[src/rtl/state_cmd.sv]
// state_cmd
//   Command-side driver for the CPU run-control FSM. Turns host commands into
//   single-cycle run/cont/halt pulses, then watches the control state cs until
//   the requested transition is confirmed (done) or fails (err).
//
// Build option
//   STATE_CMD_STEP_EN : when defined, STEP (N-cycle single-step) is supported.
//                       When undefined, STEP is rejected in CHECK with err and
//                       step_n is ignored.
//
// Ports
//   clk        in   system clock, rising edge
//   reset      in   asynchronous, active-high reset
//   cmd_valid  in   host command valid
//   cmd_ready  out  command can be accepted (only in IDLE)
//   cmd[1:0]   in   00 START, 01 STOP, 10 RESUME, 11 STEP
//   step_n[7:0] in  STEP length in cycles, sampled on accept, 0 means 1
//   cs[2:0]    in   current state of the run-control FSM
//   run        out  one-cycle start pulse
//   cont       out  one-cycle continue pulse
//   halt       out  one-cycle halt pulse
//   busy       out  command FSM not in IDLE
//   done       out  one-cycle pulse, command confirmed
//   err        out  one-cycle pulse, command rejected / timed out / aborted
//
// State    | meaning
// ---------+-----------------------------------------------------------
// IDLE     | waiting for a host command, cmd_ready high
// CHECK    | testing the precondition on cs for the latched command
// ISSUE    | control pulse is on the outputs this cycle
// WAIT_ACK | waiting for cs to reach the expected state
// STEPPING | counting cycles with cs == CS_RUN up to step_n
// WAIT_HALT| halt pulse issued, waiting for cs == CS_HALT
module state_cmd #(
  parameter int unsigned TIMEOUT = 16,
  parameter logic [2:0]  CS_IDLE = 3'd0,
  parameter logic [2:0]  CS_RUN  = 3'd1,
  parameter logic [2:0]  CS_HALT = 3'd2
) (
  input  logic       clk,
  input  logic       reset,
  input  logic       cmd_valid,
  output logic       cmd_ready,
  input  logic [1:0] cmd,
  input  logic [7:0] step_n,
  input  logic [2:0] cs,
  output logic       run,
  output logic       cont,
  output logic       halt,
  output logic       busy,
  output logic       done,
  output logic       err
);

  localparam int unsigned     TO_W    = $clog2(TIMEOUT + 1);
  localparam logic [TO_W-1:0] TO_LAST = TO_W'(TIMEOUT - 1);
  localparam logic [TO_W-1:0] TO_MAX  = TO_W'(TIMEOUT);

  localparam logic [1:0] CMD_START  = 2'b00;
  localparam logic [1:0] CMD_STOP   = 2'b01;
  localparam logic [1:0] CMD_RESUME = 2'b10;
  localparam logic [1:0] CMD_STEP   = 2'b11;

  typedef enum logic [2:0] {
    S_IDLE, S_CHECK, S_ISSUE, S_WAIT_ACK, S_STEPPING, S_WAIT_HALT
  } state_e;

  state_e          state_q, state_d;
  logic [1:0]      cmd_q, cmd_d;
  logic [TO_W-1:0] to_cnt_q, to_cnt_d, to_cnt_inc;

  logic run_q, run_d, cont_q, cont_d, halt_q, halt_d;
  logic done_q, done_d, err_q, err_d;
  logic busy_q, busy_d, cmd_ready_q, cmd_ready_d;

  logic       pre_ok;
  logic [2:0] exp_cs;
  logic       ack_match, to_hit;

`ifdef STATE_CMD_STEP_EN
  logic [7:0] step_n_q, step_n_d;
  logic [7:0] step_cnt_q, step_cnt_d, step_cnt_inc;
  logic       step_hit, halt_match;

  // 9-bit compare so the +1 can never wrap into a false hit.
  assign step_hit     = ({1'b0, step_cnt_q} + 9'd1) == {1'b0, step_n_q};
  assign step_cnt_inc = (step_cnt_q == 8'hFF) ? step_cnt_q : step_cnt_q + 8'd1;
  assign halt_match   = (cs == CS_HALT);
`else
  logic unused_step_n;
  assign unused_step_n = ^step_n;
`endif

  always_comb begin
    pre_ok = 1'b0;
    case (cmd_q)
      CMD_START:  pre_ok = (cs == CS_IDLE);
      CMD_STOP:   pre_ok = (cs == CS_RUN);
      CMD_RESUME: pre_ok = (cs == CS_HALT);
`ifdef STATE_CMD_STEP_EN
      CMD_STEP:   pre_ok = (cs == CS_HALT);
`else
      CMD_STEP:   pre_ok = 1'b0;
`endif
      default:    pre_ok = 1'b0;
    endcase
  end

  assign exp_cs     = (cmd_q == CMD_STOP) ? CS_HALT : CS_RUN;
  assign ack_match  = (cs == exp_cs);
  // The counter is 0 in the pulse cycle, so hitting TIMEOUT-1 here puts the
  // err pulse exactly TIMEOUT cycles after the control pulse.
  assign to_hit     = (to_cnt_q == TO_LAST);
  assign to_cnt_inc = (to_cnt_q == TO_MAX) ? to_cnt_q : to_cnt_q + TO_W'(1);

  // State register (with datapath registers)
  always_ff @(posedge clk or posedge reset) begin
    if (reset) begin
      state_q    <= S_IDLE;
      cmd_q      <= 2'b00;
      to_cnt_q   <= '0;
`ifdef STATE_CMD_STEP_EN
      step_n_q   <= 8'd0;
      step_cnt_q <= 8'd0;
`endif
    end else begin
      state_q    <= state_d;
      cmd_q      <= cmd_d;
      to_cnt_q   <= to_cnt_d;
`ifdef STATE_CMD_STEP_EN
      step_n_q   <= step_n_d;
      step_cnt_q <= step_cnt_d;
`endif
    end
  end

  // Next-state logic
  always_comb begin
    state_d    = state_q;
    cmd_d      = cmd_q;
    to_cnt_d   = to_cnt_q;
`ifdef STATE_CMD_STEP_EN
    step_n_d   = step_n_q;
    step_cnt_d = step_cnt_q;
`endif
    case (state_q)
      S_IDLE: begin
        if (cmd_valid && cmd_ready_q) begin
          cmd_d   = cmd;
`ifdef STATE_CMD_STEP_EN
          step_n_d = (step_n == 8'd0) ? 8'd1 : step_n;
`endif
          state_d = S_CHECK;
        end
      end
      S_CHECK: begin
        to_cnt_d = '0;
        state_d  = pre_ok ? S_ISSUE : S_IDLE;
      end
      S_ISSUE: begin
        to_cnt_d = to_cnt_inc;
        state_d  = S_WAIT_ACK;
      end
      S_WAIT_ACK: begin
        to_cnt_d = to_cnt_inc;
        if (ack_match) begin
          state_d = S_IDLE;
`ifdef STATE_CMD_STEP_EN
          if (cmd_q == CMD_STEP) begin
            state_d    = S_STEPPING;
            step_cnt_d = 8'd0;
          end
`endif
        end else if (to_hit) begin
          state_d = S_IDLE;
        end
      end
`ifdef STATE_CMD_STEP_EN
      S_STEPPING: begin
        if (cs != CS_RUN) begin
          state_d = S_IDLE;
        end else begin
          step_cnt_d = step_cnt_inc;
          if (step_hit) begin
            state_d  = S_WAIT_HALT;
            to_cnt_d = '0;
          end
        end
      end
      S_WAIT_HALT: begin
        to_cnt_d = to_cnt_inc;
        if (halt_match || to_hit) state_d = S_IDLE;
      end
`endif
      default: state_d = S_IDLE;
    endcase
  end

  // Output logic: computes the value every output takes after the next edge.
  always_comb begin
    run_d  = (state_q == S_CHECK) && pre_ok && (cmd_q == CMD_START);
    cont_d = (state_q == S_CHECK) && pre_ok &&
             ((cmd_q == CMD_RESUME) || (cmd_q == CMD_STEP));
    halt_d = (state_q == S_CHECK) && pre_ok && (cmd_q == CMD_STOP);
    done_d = 1'b0;
    err_d  = (state_q == S_CHECK) && !pre_ok;
    if (state_q == S_WAIT_ACK) begin
      if (ack_match) begin
`ifdef STATE_CMD_STEP_EN
        done_d = (cmd_q != CMD_STEP);
`else
        done_d = 1'b1;
`endif
      end else if (to_hit) begin
        err_d = 1'b1;
      end
    end
`ifdef STATE_CMD_STEP_EN
    if (state_q == S_STEPPING) begin
      if (cs != CS_RUN) err_d  = 1'b1;
      else if (step_hit) halt_d = 1'b1;
    end
    if (state_q == S_WAIT_HALT) begin
      if (halt_match)  done_d = 1'b1;
      else if (to_hit) err_d  = 1'b1;
    end
`endif
    busy_d      = (state_d != S_IDLE);
    cmd_ready_d = (state_d == S_IDLE);
  end

  always_ff @(posedge clk or posedge reset) begin
    if (reset) begin
      run_q       <= 1'b0;
      cont_q      <= 1'b0;
      halt_q      <= 1'b0;
      done_q      <= 1'b0;
      err_q       <= 1'b0;
      busy_q      <= 1'b0;
      cmd_ready_q <= 1'b0;
    end else begin
      run_q       <= run_d;
      cont_q      <= cont_d;
      halt_q      <= halt_d;
      done_q      <= done_d;
      err_q       <= err_d;
      busy_q      <= busy_d;
      cmd_ready_q <= cmd_ready_d;
    end
  end

  assign run       = run_q;
  assign cont      = cont_q;
  assign halt      = halt_q;
  assign done      = done_q;
  assign err       = err_q;
  assign busy      = busy_q;
  assign cmd_ready = cmd_ready_q;

endmodule

[config.mk]
export PLATFORM = sky130hd
export DESIGN_NAME = state_cmd
export DESIGN_NICKNAME = d
export VERILOG_FILES = /design/src/rtl/state_cmd.sv
export SDC_FILE = /design/constraint.sdc
export NUM_CORES = 1
export LEC_CHECK = 0
export ABC_AREA = 0
export CAP_MARGIN = 10
export CORE_MARGIN = 2
export CORE_UTILIZATION = 47
export CTS_CLUSTER_SIZE = 16
export DETAILED_ROUTE_END_ITERATION = 12
export MAX_ROUTING_LAYER = met4
export PLACE_DENSITY_LB_ADDON = 0.15
export SETUP_SLACK_MARGIN = 0.5
export SYNTH_ARGS = -nofsm -noshare
export SYNTH_HDL_FRONTEND = slang
export SYNTH_SLANG_ARGS = --single-unit
[constraint.sdc]
create_clock -name clk -period 2.1 [get_ports clk]
set_input_delay 0.21 -clock clk [delete_from_list [all_inputs] [get_ports clk]]
set_output_delay 0.21 -clock clk [all_outputs]
set_load 0.005 [all_outputs]
# Word level (Yosys, flattened, before mapping)
# Index checks and enable logic that the tools add are counted.
# op_classes
reduce_logical	17
n_mux	14
n_addsub	1
n_eq_ne	12
# ops
operator	count
$pmux 3 s4	1
$pmux 5 s2	1
$eq 3x2->1 const B	3
$logic_not 3->1	3
$mux 3	3
$eq 3x1->1 const B	2
$logic_and 1x1->1	6
$add 5x1->5 const B	1
$eq 5x4->1 const B	1
$eq 5x5->1 const B	1
$mux 1	5
$mux 5	1
$eq 2x2->1 const B	2
$mux 2	2
$pmux 1 s4	1
$reduce_and 2->1	2
$eq 3x2->1	1
$reduce_bool 3->1	1
$eq 2x1->1 const B	1
$logic_not 2->1	1
$ne 2x2->1 const B	1
$reduce_bool 2->1	1
$reduce_or 2->1	1
$logic_not 1->1	1
$logic_or 1x1->1	1
# word_totals
ff_bits	17
elab_cells	54
output_inout_bits	7
inputBits	16

# Logic depth before layout (Yosys ltp)
# Gate-level depths: netlist of run 1.
# logic_depth
ltp_word	7
mapped_depth	6
mapped_depth_nobuf	6

# Worst setup path before layout of run 1
# No wires, ideal clock.
# synth_path
path_type	register to register
startpoint	register cmd_q[1]
endpoint	register busy_q, in the netlist busy
n_path_buf	0
arrival_ns	1.473
path_slack_ns	0.504
path_stages_with_launch	7
t_required_ns	1.977
cell_sequence	dfrtp_1 -> inv_1 -> ha_1 -> or3b_1 -> a21o_1 -> a21o_1 -> nand2b_4
# synth_via
elab_chain_len	6
# synth_rtl
item	line	text
start: declaration	69	logic [1:0] cmd_q, cmd_d;
start signal: assignment	128	cmd_q <= cmd_d;
$eq 2x1->1	109	assign exp_cs = (cmd_q == CMD_STOP) ? CS_HALT : CS_RUN;
$mux 2	109	
$eq 3x2->1	110	assign ack_match = (cs == exp_cs);
$mux 3	166	if (ack_match) begin
$pmux 3 s4	146	case (state_q)
net state_d[0]	68	state_e state_q, state_d;
$reduce_bool 3->1	228	busy_d = (state_d != S_IDLE);
net busy_d	74	logic busy_q, busy_d, cmd_ready_q, cmd_ready_d;
end signal: assignment	247	busy_q <= busy_d;
end: declaration	74	
# The timed path passes the listed nets, and every way through them passes these cells.
# A chain may end at the register's enable or synchronous reset.

# Worst setup path in the final report of run 1
# layout_path
startpoint	register cmd_q[1]
endpoint	register cmd_ready_q, in the netlist cmd_ready
# layout_via
elab_chain_len	6
# layout_rtl
item	line	text
$eq 2x1->1	96, 109	
$mux 2	109	
$eq 3x2->1	110	
$mux 3	166	
$pmux 3 s4 *	146	
$logic_not 3->1 *	229	cmd_ready_d = (state_d == S_IDLE);
net cmd_ready_d	74	
end signal: assignment	248	cmd_ready_q <= cmd_ready_d;
end: declaration	74	
# Mark *: on every way through the listed nets, which the timed path passes. The rest lies on a longest branch.

==> results of run 1 <==
[power by group through the flow]
stage	registers, mW	clock network (mW)	logic [mW]
3_3_place_gp	0.374	0	0.133
5_1_grt	0.374	0.188	0.232
4_1_cts	0.370	0.171	0.174
2_1_floorplan	0.371	0	0.0897
6_report	0.370	0.165	0.209
3_5_place_dp	0.375	0	0.135
[repair_timing]
item                       4_1_cts  5_1_grt
gates resized for setup         10        6
buffers inserted                 4        3
gates cloned                     0        0
pin swaps                        8        7
setup endpoints to repair        5        7
[synth_stat cells]
master / instances / share of area
a21o_1: 3 / 0.025
nand3b_1: 3 / 0.025
o21a_1: 1 / 0.0083
nor3b_1: 1 / 0.0083
and3_1: 1 / 0.0069
o21ai_2: 1 / 0.0097
a2111oi_0: 1 / 0.0097
a21oi_1: 1 / 0.0056
nor3_1: 2 / 0.011
o21ai_0: 4 / 0.022
or3b_1: 2 / 0.019
a22o_1: 2 / 0.019
nor2b_1: 1 / 0.0069
inv_1: 10 / 0.042
ha_1: 8 / 0.11
nand3_1: 2 / 0.011
nand2_1: 10 / 0.042
a21oi_2: 1 / 0.0097
nand2b_4: 1 / 0.015
mux2i_1: 2 / 0.022
a21o_2: 1 / 0.0097
nor2_1: 8 / 0.033
o21bai_1: 1 / 0.0083
conb_1: 1 / 0.0042
nand2b_1: 3 / 0.021
o21ba_2: 1 / 0.011
and4_1: 1 / 0.0097
dfrtp_1: 17 / 0.47
[per-layer routing]
metal | vias to the layer above | share of wire
li1 | 350 | -
met1 | 330 | 0.44
met2 | 22 | 0.50
met3 | 2 | 0.057
met4 | 0 | 0.0070
met5 | - | 0
[state kept, by name (all words and copies together), names as in the netlist]
| register | cells |
|---|---|
| to_cnt_q | 5 |
| state_q | 3 |
| cmd_q | 2 |
| busy | 1 |
| cmd_ready | 1 |
| cont | 1 |
| done | 1 |
| err | 1 |
| halt | 1 |
| run | 1 |
[cell families (layout without fill, tap and decap cells)]
kind of cell             Yosys count  count (layout)  share of synthesized area
AND/OR/NAND/NOR                   35              35                      0.210
adder cells (fa/ha/maj)            8               8                      0.111
multiplexers                       2               2                     0.0222
flip-flops                        17              17                      0.472
buffers and inverters             10              35                     0.0417
AO/OA/AOI/OAI                     17              17                      0.139
other                              1               1                    0.00416
[worst paths after layout]
kind,startpoint,depth (start not counted),slack (ns),end
worst max-delay path,cmd_q[1]$_DFFE_PP0P_,6,0.46,cmd_ready$_DFF_PP0_
worst min-delay path,reset,2,0.30,to_cnt_q[2]$_DFFE_PP0P_
worst max register to register,cmd_q[1]$_DFFE_PP0P_,6,0.46,cmd_ready$_DFF_PP0_
worst min register to register,to_cnt_q[4]$_DFFE_PP0P_,2,0.57,to_cnt_q[4]$_DFFE_PP0P_
max in group asynchronous,reset,2,1.41,to_cnt_q[1]$_DFFE_PP0P_
min in group clk,cmd[1],3,0.49,cmd_q[1]$_DFFE_PP0P_
[cells in the final DEF, fill, tap and decap left out, types with 2 or more instances in the layout]
| cell type | n |
|---|---|
| a22o_1 | 2 |
| nand3_1 | 2 |
| nor2_1 | 8 |
| mux2i_1 | 2 |
| dfrtp_1 | 17 |
| nand2_1 | 10 |
| o21ai_0 | 4 |
| a21o_1 | 3 |
| clkdlybuf4s50_1 | 14 |
| inv_1 | 8 |
| clkbuf_4 | 3 |
| buf_4 | 6 |
| nand3b_1 | 3 |
| ha_4 | 2 |
| nand2b_1 | 3 |
| inv_2 | 2 |
| nor3_1 | 2 |
| or3b_4 | 2 |
| ha_1 | 5 |
[metrics by stage]
step | instances | utilization | total power [mW] | hold WS [ns]
floorplan | 90 | - | 0.460 | 0.136
global placement | 129 | 0.608 | 0.506 | 0.532
detailed placement | 129 | 0.608 | 0.509 | 0.545
CTS | 137 | 0.665 | 0.715 | 0.326
global route | 140 | 0.689 | 0.795 | 0.339
finish | 140 | 0.689 | 0.744 | 0.297
[final cells by class]
cell class / instances / area, um^2
fill: 162 / 549
multi-input combinational: 63 / 498
sequential: 17 / 425
timing repair buffer: 21 / 196
inverter: 10 / 37.5
tap: 25 / 31.3
clock buffer: 4 / 26.3
[critical path: stages (launching register included)]
cell,delay (ns)
dfrtp_1,0.40
buf_6,0.13
ha_4,0.15
or3b_4,0.38
a21oi_4,0.20
o21ai_4,0.12
nor2b_4,0.15
==> results.md, run 1 <==
- Final setup viols: 0
- Fin. max-slew vios: 0
- Hold-fix buffers, CTS: 0
- CORE AREA: 0.00176 mm^2
- Antenna Violating Nets Remaining: 0
- Number of global-route vias before repair: 691
- Largest net degree at the start of global routing: 18
- Ratio of cells with drive above 1 in the final layout: 0.209
- GRT overflow: 0
- HPWL Detailed: ~1.2 mm
- Peak supply drop: 0.511 mV
- Die area: 0.00228 mm^2
- Seq pwr share: 0.497
- Max-slew headroom: 0.600
- Initial antenna violation count: 0
- Drt first pass iters: 4
- Setup ws final: between 0.4 and 0.5 ns
- Worst skew pair latency: 0.28 ns
- Clock share of power: 0.222
- Die height: between 40 and 50 um
- Met2 Use GR: 0.315
- Cell Area, Synth: ~900 um^2
- M1 GR Usage: 0.193
- Outcome: finished, final reports clean
- CTS Buf Count: 3
- Worst Path Class, Setup: flop to flop
- Worst setup EP type: flop
- DP Area: between 0.001 and 0.0015 mm^2
- Cells after synthesis: 90
- Fin nets: 140
- Drt drc: 0
- Row count: 15
- Starting DRT DRC Count: 11
- CTS tree: built
- Sw frac: 0.282
- Layer with the highest usage: met2
- DRT Wirelength: approximately 1.7 mm
- Post-route cell area: between 0.001 and 0.0015 mm^2
- Global placement routability congestion: 0.755
- Fin Setup TNS: 0 ns
- Routed wire per std cell: 12.2 um
- RSZ-0062 raised after global routing: true
- Power Dens Cells: 612 mW/mm^2
- Mapped Nets: 114
- Vias per cell: 5.03
- Max frequency: 611 MHz
- Pint: 534 uW
- GRT Util Overall: 0.182
- Syn Area/Cell: 10.0 um^2
- H-Tree Level Count: 1
- Initial core utilization: 0.511
- Final min period: 1.64 ns
- Synthesized flop and latch total: 17
- IO Pins: 23
- Min-delay worst type: input port to asynchronous set/reset pin
- Yosys warns: 0
- Met3 Use GR: 0.0604
- Root buffer cell: clkbuf_4
- Die X: 47.8 um
- Startpoint Class: flop
- Pleak: 0.549 nW
- Worst Path Required: 2.28 ns
- I/O Buffers: 14
- Distinct cells, synth: 28
- Skew final: 0.00345 ns
- CTS Sinks: 17
- Switching power: 210 uW
- Crit share post-route: 0.779
- Diode count: 0
- Place WS: 0.326 ns
- Combinational power share: 0.280
- DR vias: 704
- Final hold violations: 0
- Worst-Margin Slew: ~0.6 ns
- Area Growth Syn to Fin: 34.9%
- CP max FO: 6
- Clock buffer depth: 2
- First-pass GRT wire length: 2.75 mm
- Seq/Total Area, Yosys: 0.472
- Max-cap violations: 0
- Clk slew on worst S/H paths: 0.09 ns
- Data arrival, critical path: between 1.5 and 2 ns
Power figures use the tool's default switching activity.
==> inputs of run 2 (changes only) <==
--- a/config.mk
+++ b/config.mk
@@ -8,7 +8,7 @@
 export ABC_AREA = 0
 export CAP_MARGIN = 10
 export CORE_MARGIN = 2
-export CORE_UTILIZATION = 47
+export CORE_UTILIZATION = 42
 export CTS_CLUSTER_SIZE = 16
 export DETAILED_ROUTE_END_ITERATION = 12
 export MAX_ROUTING_LAYER = met4
==> constraint.sdc (replaced) <==
create_clock -name clk -period 1.5 [get_ports clk]
set_input_delay 0.15 -clock clk [delete_from_list [all_inputs] [get_ports clk]]
set_output_delay 0.15 -clock clk [all_outputs]
set_load 0.005 [all_outputs]
==> results.md, run 2 (same netlist as run 1, synthesis figures left out) <==
- Row count: 16 (+1)
- Violated checks: negative setup slack
- CTS Sinks: 17 (unchanged)
- Worst Path Required: 1.69 ns (-0.59 ns)
- Area Growth Syn to Fin: 50.4%
- Setup ws final: -0.123 ns (-0.587 ns)
- Max frequency: 616 MHz (+0.79%)
- Crit share post-route: 1.08 (+0.303)
- Number of global-route vias before repair: 763 (+10%)
- Worst setup EP type: flop
- Critical Path Max Stage Delay: 0.41 ns (about the same)
- Skew final: 0.00150 ns (-0.00195 ns)
- Regs by FF count: to_cnt_q (5), state_q (3), cmd_q (2)
- Ratio of cells with drive above 1 in the final layout: 0.433 (+0.224)
- Die height: 50.3 um (+5.3%)
- Die X: 50.3 um (+5.3%)
- Die area: 0.00253 mm^2 (+11%)
- Fin cells: 154 (+10%)
- Worst path cell trace: buf_6, ha_4, or3b_4, a21oi_4, o21ai_4, nor2b_4
- CTS Buf Count: 3 (unchanged)
- DRT Wirelength: 1.91 mm (+12%)
- Most frequent cells in the layout: 15 x dfrtp_1, 15 x buf_4, 10 x nand2_1
- Placed Instances: 141 (+9.3%)
- Final setup viols: 8 (+8)
- Fin. max-slew vios: 0 (unchanged)
- Post-route cell area: 0.00136 mm^2 (+12%)
- Final hold violations: 0 (unchanged)
- Drt first pass iters: 4 (unchanged)
- Util after Layout: 0.677 (-0.0118)
- HPWL Detailed: 1.33 mm (+9.8%)
- M1 GR Usage: 0.225 (+0.0320)
- Clock buffer depth: 2 (unchanged)
- Total power: 1.12 mW (+51%)
- Initial core utilization: 0.450 (-0.0606)
- Met3 Use GR: 0.0357 (-0.0247)
- Worst Path Class, Setup: flop to flop
- Min-delay worst type: input port to asynchronous set/reset pin
- Outcome: finished, violations left
- CTS tree: built
- Fin nets: 152 (+8.6%)
- Data arrival, critical path: 1.81 ns (about the same)
- IO Pins: 23 (unchanged)
- I/O Buffers: 14 (unchanged)
- Place WS: -0.205 ns (-0.531 ns)
- Met2 Use GR: 0.265 (-0.0493)
- Clk slew on worst S/H paths: 0.10 ns (about the same)
- Starting DRT DRC Count: 7 (-4)
- Diode count: 0 (unchanged)
- Fin Setup TNS: -0.674 ns (-0.674 ns)
- Top reg by flops: to_cnt_q
- Final min period: 1.62 ns (-0.0129 ns)
- Routed wire per std cell: 12.4 um (+1.8%)
- Power Dens Cells: 829 mW/mm^2 (+35%)
- Worst skew pair latency: 0.29 ns (about the same)
- Filler cells: 149 (-8.0%)
- GRT overflow: 0 (unchanged)
- First-pass GRT wire length: 3.24 mm (+18%)
- Crit-path slowest cell: dfrtp_1
- CP max FO: 6 (unchanged)
- Layer with the highest usage: met2
- Largest net degree at the start of global routing: 18 (unchanged)
- Initial antenna violation count: 0 (unchanged)
- Vias per cell: 4.92 (-2.2%)
- Drt drc: 0 (unchanged)
- GRT Util Overall: 0.174 (-0.00823)
- RSZ-0062 raised after global routing: true
- Max-cap violations: 0 (unchanged)
- Global placement routability congestion: 0.785 (+4.0%)
- Antenna Violating Nets Remaining: 0 (unchanged)
- Max reg flops: 5 (unchanged)
- Pleak: 0.635 nW (+16%)
- Root buffer cell: clkbuf_4
- Peak supply drop: 0.753 mV (+47%)
- H-Tree Level Count: 1 (unchanged)
- CORE AREA: 0.00200 mm^2 (+13%)
- Hold WS: 0.158 ns (-0.139 ns)
- DP Area: 0.00116 mm^2 (+8.5%)
- DR vias: 757 (+7.5%)
- Startpoint Class: flop
-- run 2: cell count changes in the layout (fill, tap and decap cells not counted), moves of 3 or more --
cell,delta
buf_4,+9
buf_2,+7
clkdlybuf4s50_1,-7
buf_6,+3
-- run 2: final cells by class --
| class | instances | area [um^2] | share of cell area |
|---|---|---|---|
| clock buffer | 3 | 22.5 | 0.0166 |
| clock inverter | 1 | 5.00 | 0.00369 |
| inverter | 10 | 42.5 | 0.0314 |
| multi-input combinational | 63 | 561 | 0.414 |
| sequential | 17 | 428 | 0.316 |
| tap | 27 | 33.8 | 0.0249 |
| timing repair buffer | 33 | 263 | 0.194 |
-- run 2: power breakdown --
group	internal, mW	total (mW)	leakage (nW)	switching, mW
combinational	0.195	0.358	0.394	0.163
clock	0.0990	0.248	0.0177	0.149
sequential	0.488	0.518	0.223	0.0300
total	0.782	1.12	0.635	0.342
-- run 2: layer usage --
metal	wire length (um)	up-vias	part of all wire
li1	-	374	-
met1	939	362	0.49
met2	881	17	0.46
met3	71	4	0.037
met4	18	0	0.0094
met5	0	-	0
-- run 2: final timing paths --
| check | cells after the start | end | slack (ns) | startpoint |
|---|---|---|---|---|
| max | 6 | cmd_ready$_DFF_PP0_ | -0.12 | cmd_q[1]$_DFFE_PP0P_ |
| min | 3 | run$_DFF_PP0_ | 0.16 | reset |
| max reg2reg | 6 | cmd_ready$_DFF_PP0_ | -0.12 | cmd_q[1]$_DFFE_PP0P_ |
| min reg2reg | 2 | to_cnt_q[4]$_DFFE_PP0P_ | 0.56 | to_cnt_q[4]$_DFFE_PP0P_ |
| max in group asynchronous | 3 | state_q[2]$_DFF_PP0_ | 1.14 | reset |
| min in group clk | 3 | cmd_q[0]$_DFFE_PP0P_ | 0.41 | cmd[0] |
-- run 2: worst max-delay path: cells and delay by family, from the launching register on --
| family | cells | cell delay, ns |
|---|---|---|
| AO/OA/AOI/OAI | 2 | 0.30 |
| adder cells (fa/ha/maj) | 1 | 0.15 |
| buffers and inverters | 1 | 0.13 |
| flip-flops | 1 | 0.41 |
| AND/OR/NAND/NOR | 2 | 0.53 |
-- run 2: repair_timing --
item	in CTS	in global routing
buffers inserted	5	4
pin swaps	7	3
setup endpoints to repair	23	17
hold buffers	0	0
gates resized for setup	52	6
